--- src/rtl/prog_freq_divider_if.sv ---
`default_nettype none
// ============================================================================
// Module  : prog_freq_divider_if
// Brief   : Control/status bundle for the programmable frequency divider.
// Revision: 1.0
// ============================================================================
interface prog_freq_divider_if #(
  parameter int CNT_W = 8
);
  logic             en;
  logic [CNT_W-1:0] div_in;
  logic             div_load;
  logic             div_pend;
  logic             div_err;
  logic [CNT_W-1:0] div_active;
  logic             clk_out;
  logic             tick;

  modport master (
    output en, div_in, div_load,
    input  div_pend, div_err, div_active, clk_out, tick
  );

  modport slave (
    input  en, div_in, div_load,
    output div_pend, div_err, div_active, clk_out, tick
  );
endinterface
`default_nettype wire

--- src/rtl/prog_freq_divider.sv ---
`default_nettype none
// ============================================================================
// Module  : prog_freq_divider
// Brief   : Runtime-reloadable divide-by-D enable generator, square wave + tick.
// Revision: 1.0
// ============================================================================
module prog_freq_divider #(
  parameter int CNT_W       = 8,
  parameter int DEFAULT_DIV = 4
) (
  input  wire                      clk,
  input  wire                      rst,
  prog_freq_divider_if.slave       bus
);

  localparam logic [CNT_W-1:0] c_one      = {{(CNT_W-1){1'b0}}, 1'b1};
  localparam logic [CNT_W-1:0] c_two      = {{(CNT_W-2){1'b0}}, 2'b10};
  localparam logic [CNT_W-1:0] c_rst_div  = CNT_W'(DEFAULT_DIV);
  localparam logic [CNT_W-1:0] c_rst_cnt  = CNT_W'(DEFAULT_DIV - 1);

  generate
    if (DEFAULT_DIV < 2 || DEFAULT_DIV > (2 ** CNT_W) - 1) begin : g_bad_default
      $error("DEFAULT_DIV outside 2..2^CNT_W-1");
    end
  endgenerate

  // ceil(d/2) without forming d+1, which would carry out at d = 2^CNT_W-1
  function automatic logic [CNT_W-1:0] half_of(input logic [CNT_W-1:0] d);
    return (d >> 1) + {{(CNT_W-1){1'b0}}, d[0]};
  endfunction

  logic [CNT_W-1:0] cnt_q, cnt_d;
  logic [CNT_W-1:0] act_q, act_d;
  logic [CNT_W-1:0] pend_val_q, pend_val_d;
  logic             pend_q, pend_d;
  logic             err_q, err_d;
  logic             clk_out_q, clk_out_d;
  logic             tick_q, tick_d;

  logic w_wrap, w_load_ok, w_load_bad;

  assign w_wrap     = (cnt_q == act_q - c_one);
  assign w_load_ok  = bus.div_load && (bus.div_in >= c_two);
  assign w_load_bad = bus.div_load && (bus.div_in <  c_two);

  always_comb begin
    cnt_d      = cnt_q;
    act_d      = act_q;
    pend_val_d = pend_val_q;
    pend_d     = pend_q;
    err_d      = w_load_bad;
    clk_out_d  = clk_out_q;
    tick_d     = 1'b0;

    if (bus.en) begin
      if (w_wrap) begin
        // a load landing on the boundary wins over any older pending value
        if (w_load_ok)   act_d = bus.div_in;
        else if (pend_q) act_d = pend_val_q;
        pend_d = 1'b0;
        cnt_d  = '0;
        tick_d = 1'b1;
      end else begin
        cnt_d = cnt_q + c_one;
        if (w_load_ok) begin
          pend_val_d = bus.div_in;
          pend_d     = 1'b1;
        end
      end
      clk_out_d = (cnt_d < half_of(act_d));
    end else begin
      // idle switch: park at the last count so the next enabled edge starts a clean period
      if (pend_q) begin
        act_d     = pend_val_q;
        cnt_d     = pend_val_q - c_one;
        clk_out_d = 1'b0;
        pend_d    = 1'b0;
      end
      if (w_load_ok) begin
        pend_val_d = bus.div_in;
        pend_d     = 1'b1;
      end
    end
  end

  always_ff @(posedge clk) begin
    if (rst) begin
      cnt_q      <= c_rst_cnt;
      act_q      <= c_rst_div;
      pend_val_q <= '0;
      pend_q     <= 1'b0;
      err_q      <= 1'b0;
      clk_out_q  <= 1'b0;
      tick_q     <= 1'b0;
    end else begin
      cnt_q      <= cnt_d;
      act_q      <= act_d;
      pend_val_q <= pend_val_d;
      pend_q     <= pend_d;
      err_q      <= err_d;
      clk_out_q  <= clk_out_d;
      tick_q     <= tick_d;
    end
  end

  assign bus.div_pend   = pend_q;
  assign bus.div_err    = err_q;
  assign bus.div_active = act_q;
  assign bus.clk_out    = clk_out_q;
  assign bus.tick       = tick_q;

endmodule
`default_nettype wire

--- src/flat_wrapper.sv ---
// flat-port wrapper written by rule: the top's interface ports become plain ports
module prog_freq_divider_flat 
#(
  parameter int CNT_W       = 8,
  parameter int DEFAULT_DIV = 4
)
  (clk, rst, bus_en, bus_div_in, bus_div_load, bus_div_pend, bus_div_err, bus_div_active, bus_clk_out, bus_tick);
  prog_freq_divider_if #(.CNT_W(CNT_W)) bus_i ();
  input  wire clk;
  input  wire rst;
  input wire logic [$bits(bus_i.en)-1:0] bus_en;
  input wire logic [$bits(bus_i.div_in)-1:0] bus_div_in;
  input wire logic [$bits(bus_i.div_load)-1:0] bus_div_load;
  output wire logic [$bits(bus_i.div_pend)-1:0] bus_div_pend;
  output wire logic [$bits(bus_i.div_err)-1:0] bus_div_err;
  output wire logic [$bits(bus_i.div_active)-1:0] bus_div_active;
  output wire logic [$bits(bus_i.clk_out)-1:0] bus_clk_out;
  output wire logic [$bits(bus_i.tick)-1:0] bus_tick;
  assign bus_i.en = bus_en;
  assign bus_i.div_in = bus_div_in;
  assign bus_i.div_load = bus_div_load;
  assign bus_div_pend = bus_i.div_pend;
  assign bus_div_err = bus_i.div_err;
  assign bus_div_active = bus_i.div_active;
  assign bus_clk_out = bus_i.clk_out;
  assign bus_tick = bus_i.tick;
  prog_freq_divider #(.CNT_W(CNT_W), .DEFAULT_DIV(DEFAULT_DIV)) u_core (.clk(clk), .rst(rst), .bus(bus_i));
endmodule
--- config.mk ---
export PLATFORM = sky130hd
export DESIGN_NAME = prog_freq_divider_flat
export DESIGN_NICKNAME = d
export VERILOG_FILES = /design/src/rtl/prog_freq_divider_if.sv /design/src/rtl/prog_freq_divider.sv /design/src/flat_wrapper.sv
export SDC_FILE = /design/constraint.sdc
export NUM_CORES = 1
export LEC_CHECK = 0
export ABC_AREA = 1
export CORE_ASPECT_RATIO = 2
export CORE_MARGIN = 2
export CORE_UTILIZATION = 39
export DETAILED_ROUTE_END_ITERATION = 10
export PLACE_DENSITY = 0.63
export SLEW_MARGIN = 10
export SYNTH_ARGS = -nofsm -noshare
export SYNTH_HDL_FRONTEND = slang
export SYNTH_SLANG_ARGS = --single-unit
--- constraint.sdc ---
create_clock -name clk -period 4.5 [get_ports clk]
set_clock_uncertainty 0.05 [all_clocks]
set_input_delay 0.9 -clock clk [delete_from_list [all_inputs] [get_ports clk]]
set_output_delay 0.9 -clock clk [all_outputs]
set_load 0.005 [all_outputs]
Word level (Yosys, flattened, before mapping)
Index checks and enable logic that the tools add are counted. Widths: inputs -> output; s select.

Add/sub/neg operators: 4. Multiplexer cells: 19. Divide/modulo/power cells: 0. Order comparisons: 3. Bitwise logic cells: 1. Equality and inequality tests: 3. Shifts and indexed selects: 0. Reduce and logical (&&, ||, !) cells: 4. Multipliers: 0.

Operator list (count): $mux 8 (12); $sub 8x1->8 const B (2); $add 7x1->8 (1); $add 8x1->8 const B (1); $eq 8x8->1 (1); $ge 8x2->1 const B (1); $lt 8x2->1 const B (1); $lt 8x8->1 (1); $mux 1 (7); $ne 3x1->1 const B (1); $logic_and 1x1->1 (2); $ne 2x2->1 const B (1); $reduce_bool 2->1 (1); $reduce_or 2->1 (1); $not 1->1 (1).

Latch bits: 0. Register bits after elaboration: 28. Memories: 0. Output and inout port bits: 12. ROM bits: 0. Memory bits (writable): 0.

Depth between registers and ports, before layout
Word-level depth: 8. Mapped depth: 26. Mapped depth without buffers: 25.

Least setup slack after synthesis
Ideal clock, no wire load.

Path type: input to register. Start point: input port bus_div_in[1]. End point: register u_core.clk_out_q, in the netlist u_core.bus.clk_out. Buffers on the path: 1. Setup time: 0.071 ns. Cell stages on the path: 17. Arrival time: 3.170 ns. Path slack: 1.209 ns. Path through: nor3_1 -> nand4_1 -> nand2_1 -> buf_2 -> nor2_1 -> o31ai_1 -> ha_1 -> inv_1 -> nor2_2 -> nand3_2 -> xor2_1 -> ha_1 -> a211oi_1 -> nand2_1 -> a31oi_1 -> nand2_1 -> a21oi_1.

Word-level cells in the longest chain between the ends: 8.

Ends and longest elaborated chain: start, declared (line flat_wrapper.sv:12) `input wire logic [$bits(bus_i.div_in)-1:0] bus_div_in;`; $ge 8x2->1 (line prog_freq_divider.sv:43) `assign w_load_ok = bus.div_load && (bus.div_in >= c_two);`; $logic_and 1x1->1 (line prog_freq_divider.sv:43); $mux 8 * (line prog_freq_divider.sv:58) `if (w_load_ok) act_d = bus.div_in;`; $mux 8 * (line prog_freq_divider.sv:56) `if (w_wrap) begin`; $mux 8 * (line prog_freq_divider.sv:55) `if (bus.en) begin`; $add 7x1->8 * (line prog_freq_divider.sv:29) `return (d >> 1) + {{(CNT_W-1){1'b0}}, d[0]};`; $lt 8x8->1 * (line prog_freq_divider.sv:70) `clk_out_d = (cnt_d < half_of(act_d));`; $mux 1 * (line prog_freq_divider.sv:55); end signal, assigned (line prog_freq_divider.sv:101) `clk_out_q <= clk_out_d;`; end, declared (line prog_freq_divider.sv:37) `logic clk_out_q, clk_out_d;`.

Every way passes the cells marked *; elsewhere a longest branch is shown, timed or not. The select of a mux whose other input is x is not followed. A chain may end at the register's enable or synchronous reset.

Final worst setup path
Start point: input port bus_div_in[5]. End point: register u_core.clk_out_q, in the netlist u_core.bus.clk_out.

The elaborated chain is that of the path after synthesis.

==> impl_metrics.toml <==
[cells_and_area]
design_area_sq_um = 2502
final_core_util_pct = 46.17
nNetsFinal = 377
syn2layout_area_growth_pct = 13.64
finalNonFillerCells = 412
antenna_cells = 0
drive_gt1_share_pct = 9.375

[worst_setup_path]
cp.required_ns = 4.68
crit_path_max_fanout = 11
critPathCaptureType = "flip-flop"
path_class = "in -> reg"
worstPathArrival_ns = 4.09
cp-start-kind = "primary input"

[sta]
period_share_pct = 86.92
maxSlewViolCount = 0
max_clock_freq_ghz = 0.2557
slew_headroom_pct = 44.37
period_needed_ns = 3.911
hold_viol = 0
fin_tns_setup_ns = 0
rsz0062_at_grt = "no"
setup_viol = 0
setup_ws_ns = 0.5888
tightest_slew_ns = 0.8318

[synth]
yosysTopAreaCell = "dfxtp_1"
syn_area_per_cell_sq_um = 6.593
synthArstFlopShare_pct = 0
synth_enable_flop_cells = 0
synth-main-ff-cell = "dfxtp_1"
yosysUniqueCellTypes = 36
synthCells = 334
yosys_register_bits = 28
synthTopCellsByArea = "dfxtp_1 25%, nand2_1 14%, ha_1 6.8%, nor2_1 6.3%, inv_1 6.0%"
syn-cell-area_sq_um = 2202
syn_nets = 358
seq_area_frac_synth_pct = 25.45
synthTopCellsByCount = "81 x nand2_1, 37 x nor2_1, 35 x inv_1"
synth.most_common_cell = "nand2_1"
synth_top_area_share_pct = 25.45
synth_warnings = 0

[floorplanning]
fp.dieH_um = 110.3
die_width_um = 57.14
initial_utilization_pct = 40.63
core_sq_um = 5420
io-pin-count = 24
num_rows = 38
dieArea_sq_um = 6300

[placed_design]
io_buffers = 23
gp_congestion = 0.9634
pre_cts_ws_ns = 0.3212
dpl_cell_area_sq_um = 2447
dp_hpwl_um = 5076
placed_cells = 408

[job]
cap_violations = 0

[global_routing]
grt_pass1_vias = 2162
grt_max_degree = 22
grt_pass1_wl_um = 10150
antenna_found_initial = 0
grtUsageTotal_pct = 21.17
gr-total-overflow = 0

[hold_path]
hp-class = "reg -> reg"

[drt]
wl_met2_um = 3527
wl_per_cell_um = 15.29
ant_nets = 0
vias = 2184
highest_layer = "met4"
drc = 0
vias_per_cell = 5.301
routedLengthMet1_um = 2297
drt_iter0_markers = 76
wl_met3_um = 130
wirelength_um = 6301
drtPass1Iterations = 4

[cts]
clkLatencyLatePin_ns = 0.29
clk_root_buffer_cell = "clkbuf_8"
cts_resized = 0
htree_levels = 1
post-cts-setup-buffers = 0
cts_tree = "built"
cts.sinks = 28
hold_buffers = 0
clkTransAtPathRegs_ns = 0.10
clk_path_buf_depth = 2
cts_buffers = 3

[power]
p_per_area_nw_per_um2 = 303.6
power_leakage_nw = 1.133
ir_drop_mv = 0.2262

[run_status]
outcome = "finished, final reports clean"
## flip-flops by register name, indices dropped and copies added (netlist names)
name and cells:
u_core.bus.div_pend 1, u_core.bus.div_err 1, u_core.bus.clk_out 1, u_core.pend_val_q 8, u_core.bus.tick 1, u_core.bus.div_active 8, u_core.cnt_q 8
## critical path, stage by stage
cell	delay [ns]
clkdlybuf4s50_1	0.52
nor2_1	0.06
nand4_1	0.10
nand2_1	0.20
inv_1	0.27
nor2_1	0.08
o31ai_1	0.44
ha_1	0.31
nand3_2	0.11
nor2_1	0.10
nand2_1	0.06
ha_1	0.33
a211oi_1	0.21
nand2_1	0.08
a31oi_1	0.15
nand2_1	0.07
a21oi_1	0.10
## layer usage
layer  vias up  GRT usage [%]
met2        47          42.61
met3        17          1.284
met4         0          12.96
met5         -              0
met1      1001          19.91
li1       1119              -
## per-stage QoR
step / power (W) / hold WS [ns]
floorplan: 0.0005163 / 0.4000
global placement: 0.0005985 / 0.4147
detailed placement: 0.0006023 / 0.4258
CTS: 0.0007622 / 0.4407
global route: 0.0008168 / 0.4793
finish: 0.0007597 / 0.4438
## path summary, 6_finish.rpt
| path | start | endpoint | slack, ns | depth (start not counted) |
|---|---|---|---|---|
| max | bus_div_in[5] | u_core.bus.clk_out | 0.59 | 17 |
| min | u_core.pend_val_q[7] | u_core.pend_val_q[7] | 0.44 | 2 |
| min reg2reg | u_core.pend_val_q[7] | u_core.pend_val_q[7] | 0.44 | 2 |
| max reg2reg | u_core.bus.div_active[0] | u_core.bus.clk_out | 0.67 | 21 |
## report_power, final
| group | switching, W | leakage (nW) | internal, W |
|---|---|---|---|
| Clock | 0.0000837 | 0.0288 | 0.0000786 |
| Combinational | 0.000183 | 0.873 | 0.000119 |
| Sequential | 0.0000252 | 0.231 | 0.000270 |
| Total | 0.000292 | 1.13 | 0.000468 |
## cells in the final DEF, fill, tap and decap left out
master / instances
a21oi_1: 19
inv_2: 6
nand4_1: 4
nor2_4: 2
inv_1: 35
a22oi_1: 4
nand3_1: 7
dfxtp_1: 28
nand2_2: 1
nand2_4: 1
ha_1: 12
nor2_1: 37
o211ai_1: 3
o21ai_2: 2
o31ai_1: 2
nor3b_1: 2
a31oi_1: 2
a211oi_1: 3
buf_4: 2
nand2_1: 81
nor3_1: 4
and3_1: 1
o21ai_0: 25
xor2_1: 12
o21ai_1: 6
o21bai_1: 2
xnor2_1: 7
clkbuf_8: 4
or2_2: 1
a211oi_2: 1
nand3_2: 7
nor2_2: 6
clkdlybuf4s50_1: 23
## cell families (layout without fill, tap and decap cells)
| group | count (synthesis) | after routing | share of synthesized area (%) |
|---|---|---|---|
| and+or+nand+nor | 154 | 154 | 31.70 |
| buffers and inverters | 52 | 70 | 10.40 |
| adders and majority gates | 12 | 12 | 6.818 |
| AOI/OAI and AO/OA | 69 | 69 | 18.07 |
| xor gates and xnor gates | 19 | 19 | 7.557 |
| DFF | 28 | 28 | 25.45 |
## area by class of cell
cell class                      count  area, sq um
Multi-Input combinational cell    254         1413
Timing Repair Buffer               25        245.2
Clock buffer                        4        55.05
Fill cell                         595         2918
Sequential cell                    28        560.5
Inverter                           41        153.9
Tap cell                           60        75.07
Power figures use the tool's default switching activity.
